<file path="config.mk">
export PLATFORM = sky130hd
export DESIGN_NAME = pipe_stall_ctrl
export DESIGN_NICKNAME = d
export VERILOG_FILES = /design/src/rtl/pipe_stall_ctrl.sv
export SDC_FILE = /design/constraint.sdc
export NUM_CORES = 1
export LEC_CHECK = 0
export ABC_AREA = 1
export CAP_MARGIN = 0
export CELL_PAD_IN_SITES_DETAIL_PLACEMENT = 0
export CELL_PAD_IN_SITES_GLOBAL_PLACEMENT = 2
export CORE_ASPECT_RATIO = 0.75
export CORE_MARGIN = 2
export CORE_UTILIZATION = 28
export CTS_CLUSTER_DIAMETER = 120
export DETAILED_ROUTE_END_ITERATION = 10
export HOLD_SLACK_MARGIN = 0.05
export PLACE_DENSITY_LB_ADDON = 0.1
export SLEW_MARGIN = 10
export SYNTH_ARGS = -nofsm -noshare
export SYNTH_HDL_FRONTEND = slang
export SYNTH_SLANG_ARGS = --single-unit
</file>
<file path="constraint.sdc">
create_clock -name clk -period 3.6 [get_ports clk]
set_input_delay 1.08 -clock clk [delete_from_list [all_inputs] [get_ports clk]]
set_output_delay 1.08 -clock clk [all_outputs]
set_load 0.03 [all_outputs]
</file>
<file path="src/rtl/pipe_stall_ctrl.sv">
// Central stall/flush sequencer for the 5-stage pipeline: resolves stage stall
// requests into register enable/flush pairs and sequences exception redirects.
module pipe_stall_ctrl #(
  parameter int unsigned CNT_W        = 32,
  parameter int unsigned EXC_TARGET_W = 32
) (
  input  logic                    clk,
  input  logic                    rst,
  input  logic                    stall_if,
  input  logic                    stall_id,
  input  logic                    stall_ex,
  input  logic                    stall_mem,
  input  logic                    if_busy,
  input  logic                    exc_valid,
  input  logic [EXC_TARGET_W-1:0] exc_target,
  output logic [4:0]              en_o,
  output logic [4:0]              flush_o,
  output logic                    redirect_valid,
  output logic [EXC_TARGET_W-1:0] redirect_pc,
  output logic [CNT_W-1:0]        stall_cycles,
  output logic [CNT_W-1:0]        exc_count
);

  localparam int unsigned NREG = 5;
  localparam logic [NREG-1:0] EXC_FLUSH = 5'b11110;

  typedef enum logic {
    RUN     = 1'b0,
    WAIT_IF = 1'b1
  } state_t;

  state_t                  r_state;
  state_t                  w_state_nxt;
  logic [EXC_TARGET_W-1:0] r_tgt;
  logic [EXC_TARGET_W-1:0] w_tgt_nxt;
  logic [CNT_W-1:0]        r_stall_cycles;
  logic [CNT_W-1:0]        r_exc_count;
  logic                    w_exc_accept;
  logic [NREG-1:0]         w_run_en;
  logic [NREG-1:0]         w_run_flush;
  logic [NREG-1:0]         w_en;
  logic [NREG-1:0]         w_flush;
  logic                    w_redirect_valid;
  logic [EXC_TARGET_W-1:0] w_redirect_pc;

  // Deepest stalling stage holds everything upstream and bubbles itself.
  always_comb begin
    w_run_en    = 5'b11111;
    w_run_flush = 5'b00000;
    if (stall_mem) begin
      w_run_en    = 5'b10000;
      w_run_flush = 5'b10000;
    end else if (stall_ex) begin
      w_run_en    = 5'b11000;
      w_run_flush = 5'b01000;
    end else if (stall_id) begin
      w_run_en    = 5'b11100;
      w_run_flush = 5'b00100;
    end else if (stall_if) begin
      w_run_en    = 5'b11110;
      w_run_flush = 5'b00010;
    end
  end

  // Next-state and output decode; exceptions override every stall request.
  always_comb begin
    w_state_nxt      = r_state;
    w_tgt_nxt        = r_tgt;
    w_exc_accept     = 1'b0;
    w_en             = w_run_en;
    w_flush          = w_run_flush;
    w_redirect_valid = 1'b0;
    w_redirect_pc    = '0;
    if (rst) begin
      w_state_nxt = RUN;
      w_tgt_nxt   = '0;
      w_en        = '0;
      w_flush     = 5'b11111;
    end else begin
      case (r_state)
        RUN: begin
          if (exc_valid) begin
            w_exc_accept = 1'b1;
            w_flush      = EXC_FLUSH;
            if (if_busy) begin
              w_en        = '0;
              w_tgt_nxt   = exc_target;
              w_state_nxt = WAIT_IF;
            end else begin
              w_en             = 5'b00001;
              w_redirect_valid = 1'b1;
              w_redirect_pc    = exc_target;
            end
          end
        end
        WAIT_IF: begin
          w_flush = EXC_FLUSH;
          if (exc_valid) begin
            w_tgt_nxt = exc_target;
          end
          if (if_busy) begin
            w_en = '0;
          end else begin
            w_en             = 5'b00001;
            w_redirect_valid = 1'b1;
            w_redirect_pc    = r_tgt;
            w_state_nxt      = RUN;
          end
        end
        default: begin
          w_state_nxt = RUN;
        end
      endcase
    end
  end

  always_ff @(posedge clk) begin
    if (rst) begin
      r_state        <= RUN;
      r_tgt          <= '0;
      r_stall_cycles <= '0;
      r_exc_count    <= '0;
    end else begin
      r_state <= w_state_nxt;
      r_tgt   <= w_tgt_nxt;
      if (!w_en[0] && (r_stall_cycles != {CNT_W{1'b1}})) begin
        r_stall_cycles <= r_stall_cycles + CNT_W'(1);
      end
      if (w_exc_accept && (r_exc_count != {CNT_W{1'b1}})) begin
        r_exc_count <= r_exc_count + CNT_W'(1);
      end
    end
  end

  // An exception and an MEM stall in the same cycle indicate an upstream bug.
  always_ff @(posedge clk) begin
    if (!rst) begin
      assert (!(exc_valid && stall_mem));
    end
  end

  assign en_o           = w_en;
  assign flush_o        = w_flush;
  assign redirect_valid = w_redirect_valid;
  assign redirect_pc    = w_redirect_pc;
  assign stall_cycles   = r_stall_cycles;
  assign exc_count      = r_exc_count;

endmodule

</file>
==> Word level (Yosys, flattened, before mapping) <==
Index checks and enable logic that the tools add are counted.
{ "classes": {"mux": 34, "multipliers": 0, "div_mod_pow": 0, "shifts": 0, "order_cmp": 0, "add_sub_neg": 2, "n_eq_ne": 5, "reduce_logical": 4, "n_bitwise": 1} }
{ "op_table": {"columns": ["op", "n"], "rows": [
  ["$mux 32", 7],
  ["$pmux 32 s2", 2],
  ["$add 32x1->32 const B", 2],
  ["$ne 32x32->1 const B", 2],
  ["$mux 5", 5],
  ["$pmux 5 s2", 2],
  ["$mux 1", 10],
  ["$mux 4", 2],
  ["$mux 3", 2],
  ["$ne 2x2->1 const B", 3],
  ["$mux 2", 2],
  ["$pmux 1 s2", 2],
  ["$reduce_and 3->1", 1],
  ["$logic_and 1x1->1", 2],
  ["$logic_not 1->1", 1],
  ["$not 1->1", 1]
]} }
{ "totals": {"n_memories": 0, "output_inout_bits": 107, "register_bits": 97, "latchBits": 0, "mem_bits_ro": 0, "in_bits": 40, "ram_bits": 0, "elab_cells": 50} }

==> Depth between registers and ports, before layout <==
{ "depth": {"depth_word": 9, "depth_mapped": 11, "ltp_nobuf": 11} }

==> Worst setup path after synthesis <==
No wires, ideal clock.
{ "synth_path": {"path_kind": "input port to output port", "from": "input rst", "to": "output redirect_pc[24]", "n_path_buf": 3, "slack_ps": 299, "stages": 7, "t_required_ps": 2520, "t_arrival_ps": 2221, "cell_sequence": "buf_4 -> inv_2 -> buf_2 -> clkbuf_1 -> nand3_1 -> a22o_1 -> inv_1"} }
{ "synth_via": {"elab_chain_cells": 1} }
{ "synth_lines": {"columns": ["item", "line_no", "text"], "rows": [
  ["from (decl)", "8", "input logic rst,"],
  ["$mux 32", "74", "if (rst) begin"],
  ["to (decl)", "19", "output logic [EXC_TARGET_W-1:0] redirect_pc,"]
]} }
Every way passes these cells.

==> Worst setup path in the final report <==
{ "layout_path": {"from": "input exc_valid", "to": "output redirect_pc[19]"} }
{ "layout_via": {"elab_chain_cells": 3} }
{ "layout_lines": {"columns": ["item", "line_no", "text"], "rows": [
  ["from (decl)", "14", "input logic exc_valid,"],
  ["$mux 32", "82", "if (exc_valid) begin"],
  ["$pmux 32 s2", "80", "case (r_state)"],
  ["$mux 32", "74", null]
]} }
Every way passes these cells.

==> results.sh <==
export IMPL_yosys_area_top_type="dfxtp_1"
export IMPL_fin_cells=1438
export IMPL_track_usage=0.174
export IMPL_dr_total_vias=6572
export IMPL_cts_tree="yes"
export IMPL_drt_iter0_drc=386
export IMPL_synth_area_leaders="dfxtp_1 (31%), nand2_1 (17%), nor2_1 (11%), nand3_1 (8.1%), inv_1 (5.2%)"
export IMPL_cts_resized=2
export IMPL_drc_errors=0
export IMPL_critPathTopFamily="buffers and inverters"
export IMPL_status="finished clean"
export IMPL_worstSetupPathDepth=6
export IMPL_maxSlewViolCount=0
export IMPL_syn2layout_area_growth_pct=30.8
export IMPL_end_kind="output pin"
export IMPL_critPathBufInv=4
export IMPL_finalPower_mw=2.55
export IMPL_clk_pin_slew_ns=0.07
export IMPL_floorplan_die_area_mm2=0.0236
export IMPL_grt_overflow=0
export IMPL_vias_per_cell=4.57
export IMPL_synth_top_area_share=0.309
export IMPL_synthDistinctLibCells=28
export IMPL_fin_util=0.372
export IMPL_synth_fp_nets=1056
export IMPL_numPortBuffers=146
export IMPL_crit_arrival_ns=2.44
export IMPL_fin_crit_ns=3.52
export IMPL_worstReg2RegStart="exc_count[0]"
export IMPL_dpl_cell_count=1423
export IMPL_nets=1182
export IMPL_routed_wl_um=20400
export IMPL_max_freq_mhz=284
export IMPL_rows=47
export IMPL_whs_ns=0.513
export IMPL_drt_pass1_iter_count=4
export IMPL_min_period_over_period=0.979
export IMPL_coreArea_mm2=0.0221
export IMPL_hp_start="r_tgt[27]"
export IMPL_syn_area_mm2=0.00628
export IMPL_n_fill_cell=2465
export IMPL_ir_drop_mv=0.198
export IMPL_hp_class="reg2reg"
export IMPL_dieHeight_um=134
export IMPL_path_cells="clkdlybuf4s50_1 > buf_8 > nand3_1 > a22o_1 > inv_1 > buf_4"
export IMPL_syn_avg_cell_area_um2=6.19
export IMPL_wire_per_inst_um=14.2
export IMPL_worst_pin_slew_ns=0.761
export IMPL_power_density_mw_per_mm2=310
export IMPL_diodes=0
export IMPL_critPathLaunchType="input port"
export IMPL_ant_nets=0
export IMPL_crit_fanout=33
export IMPL_syn_inst=1014
export IMPL_clkLatencyLatePin_ns=0.35
export IMPL_dp_hpwl_um=14600
export IMPL_die_w_um=177
export IMPL_clockRootBuffer="clkbuf_16"
export IMPL_setup_violations=0
export IMPL_final_common_cell="nand2_1"
export IMPL_rsz0062_at_grt="false"
export IMPL_yosys_warnings=0
export IMPL_cp_slowest_cell="clkdlybuf4s50_1"
export IMPL_cp_slowest_stage_delay_ns=0.55
export IMPL_critPathKind="in2out"
export IMPL_cts_setup_buffers=0
export IMPL_ys_flop_type="dfxtp_1"
export IMPL_report_final_hold_viol_count=0
export IMPL_antenna_found_initial=0
export IMPL_slew_headroom=0.493
export IMPL_grt_pass1_vias=6256
export IMPL_maxCapViolations=0
export IMPL_drive_gt1_frac=0.115
export IMPL_reg2reg_depth=10
export IMPL_numClockSinks=97
export IMPL_synth_edf_count=0
export IMPL_cts_hold_buf=0
export IMPL_mostFrequentLayoutCells="nand2_1 (290), nor2_1 (191), clkdlybuf4s50_1 (103)"
export IMPL_grt_pass1_wl_um=33200
export IMPL_grt_max_degree=55
export IMPL_leakage_nw=3.17
export IMPL_skew_ns=0.0104
export IMPL_synth_seq_area_share=0.309
export IMPL_io_pin_count=147
export IMPL_crit_path_start="exc_valid"
export IMPL_place_gp_congestion=0.787
export IMPL_cts_buffer_depth=2
export IMPL_hold_depth=2
export IMPL_synth_ff_latch_count=97
export IMPL_cp_required_ns=2.52
export IMPL_start_util=0.285
export IMPL_async_flop_share=0
export IMPL_cts_buffers=9
export IMPL_htree_levels=3
==> layout make-up <==
cell class	count	area, um^2	share of cell area
clock inverter	4	51.3	0.00625
multi-input combinational	778	3720	0.453
timing repair buffer	162	1530	0.186
sequential	97	1940	0.236
clock buffer	11	253	0.0308
inverter	92	345	0.0420
tap	294	368	0.0448
==> report_power, final <==
group          total, mW  internal (mW)  switching [mW]
sequential          1.12           1.10          0.0205
clock               1.03          0.576           0.452
combinational      0.395          0.150           0.245
==> cell usage after synthesis, types with 3 or more instances <==
| master | number |
|---|---|
| nand2_4 | 4 |
| nor2_2 | 4 |
| buf_6 | 5 |
| nand4_1 | 4 |
| xor2_1 | 17 |
| nor2_1 | 191 |
| a21oi_1 | 33 |
| nor2_4 | 7 |
| inv_1 | 87 |
| buf_4 | 3 |
| nor3_1 | 3 |
| o21ai_0 | 42 |
| buf_1 | 4 |
| clkbuf_1 | 30 |
| nand2_2 | 16 |
| inv_2 | 5 |
| a22o_1 | 32 |
| nand2_1 | 290 |
| xnor2_1 | 10 |
| a21oi_2 | 20 |
| dfxtp_1 | 97 |
| nand3_1 | 101 |
==> sequential cells by signal (all words and copies together) (netlist names) <==
register / cells
r_state: 1
stall_cycles: 32
exc_count: 32
r_tgt: 32
==> path summary, 6_finish.rpt <==
| kind | slack, ns | to |
|---|---|---|
| setup / recovery | 0.08 | redirect_pc[19] |
| hold / removal | 0.51 | r_tgt[27] |
| setup reg to reg | 1.39 | exc_count[22] |
| hold reg to reg | 0.51 | r_tgt[27] |
==> routing by layer <==
metal	GRT usage	routed length [um]	vias up
li1	-	-	3467
met1	0.252	10700	2999
met4	0.0331	130	0
met5	0	0	-
met3	0.0320	716	10
met2	0.271	8870	96
==> worst min-delay path, delay by kind of cell (launching register included) <==
| family | cells | cell delay, ns |
|---|---|---|
| AO/OA/AOI/OAI | 1 | 0.08 |
| flip-flops | 1 | 0.32 |
| AND/OR/NAND/NOR | 1 | 0.08 |
==> kinds of logic after synthesis <==
family,synth area share
AO/OA/AOI/OAI,0.134
buffers and inverters,0.0982
AND/OR/NAND/NOR,0.417
adder cells (fa/ha/maj),0.00399
flip-flops,0.309
XOR/XNOR,0.0377
==> metrics by stage <==
| stage | setup TNS (ns) | setup WS, ns | area (um^2) |
|---|---|---|---|
| floorplan | 0 | 0.299 | 6280 |
| global placement | -0.668 | -0.0658 | 7900 |
| detailed placement | -0.374 | -0.0578 | 7900 |
| CTS | 0 | 0.0444 | 8210 |
| global route | 0 | 0.00956 | 8210 |
| finish | 0 | 0.0757 | 8210 |
No activity file was read; power rests on OpenSTA's default activity.
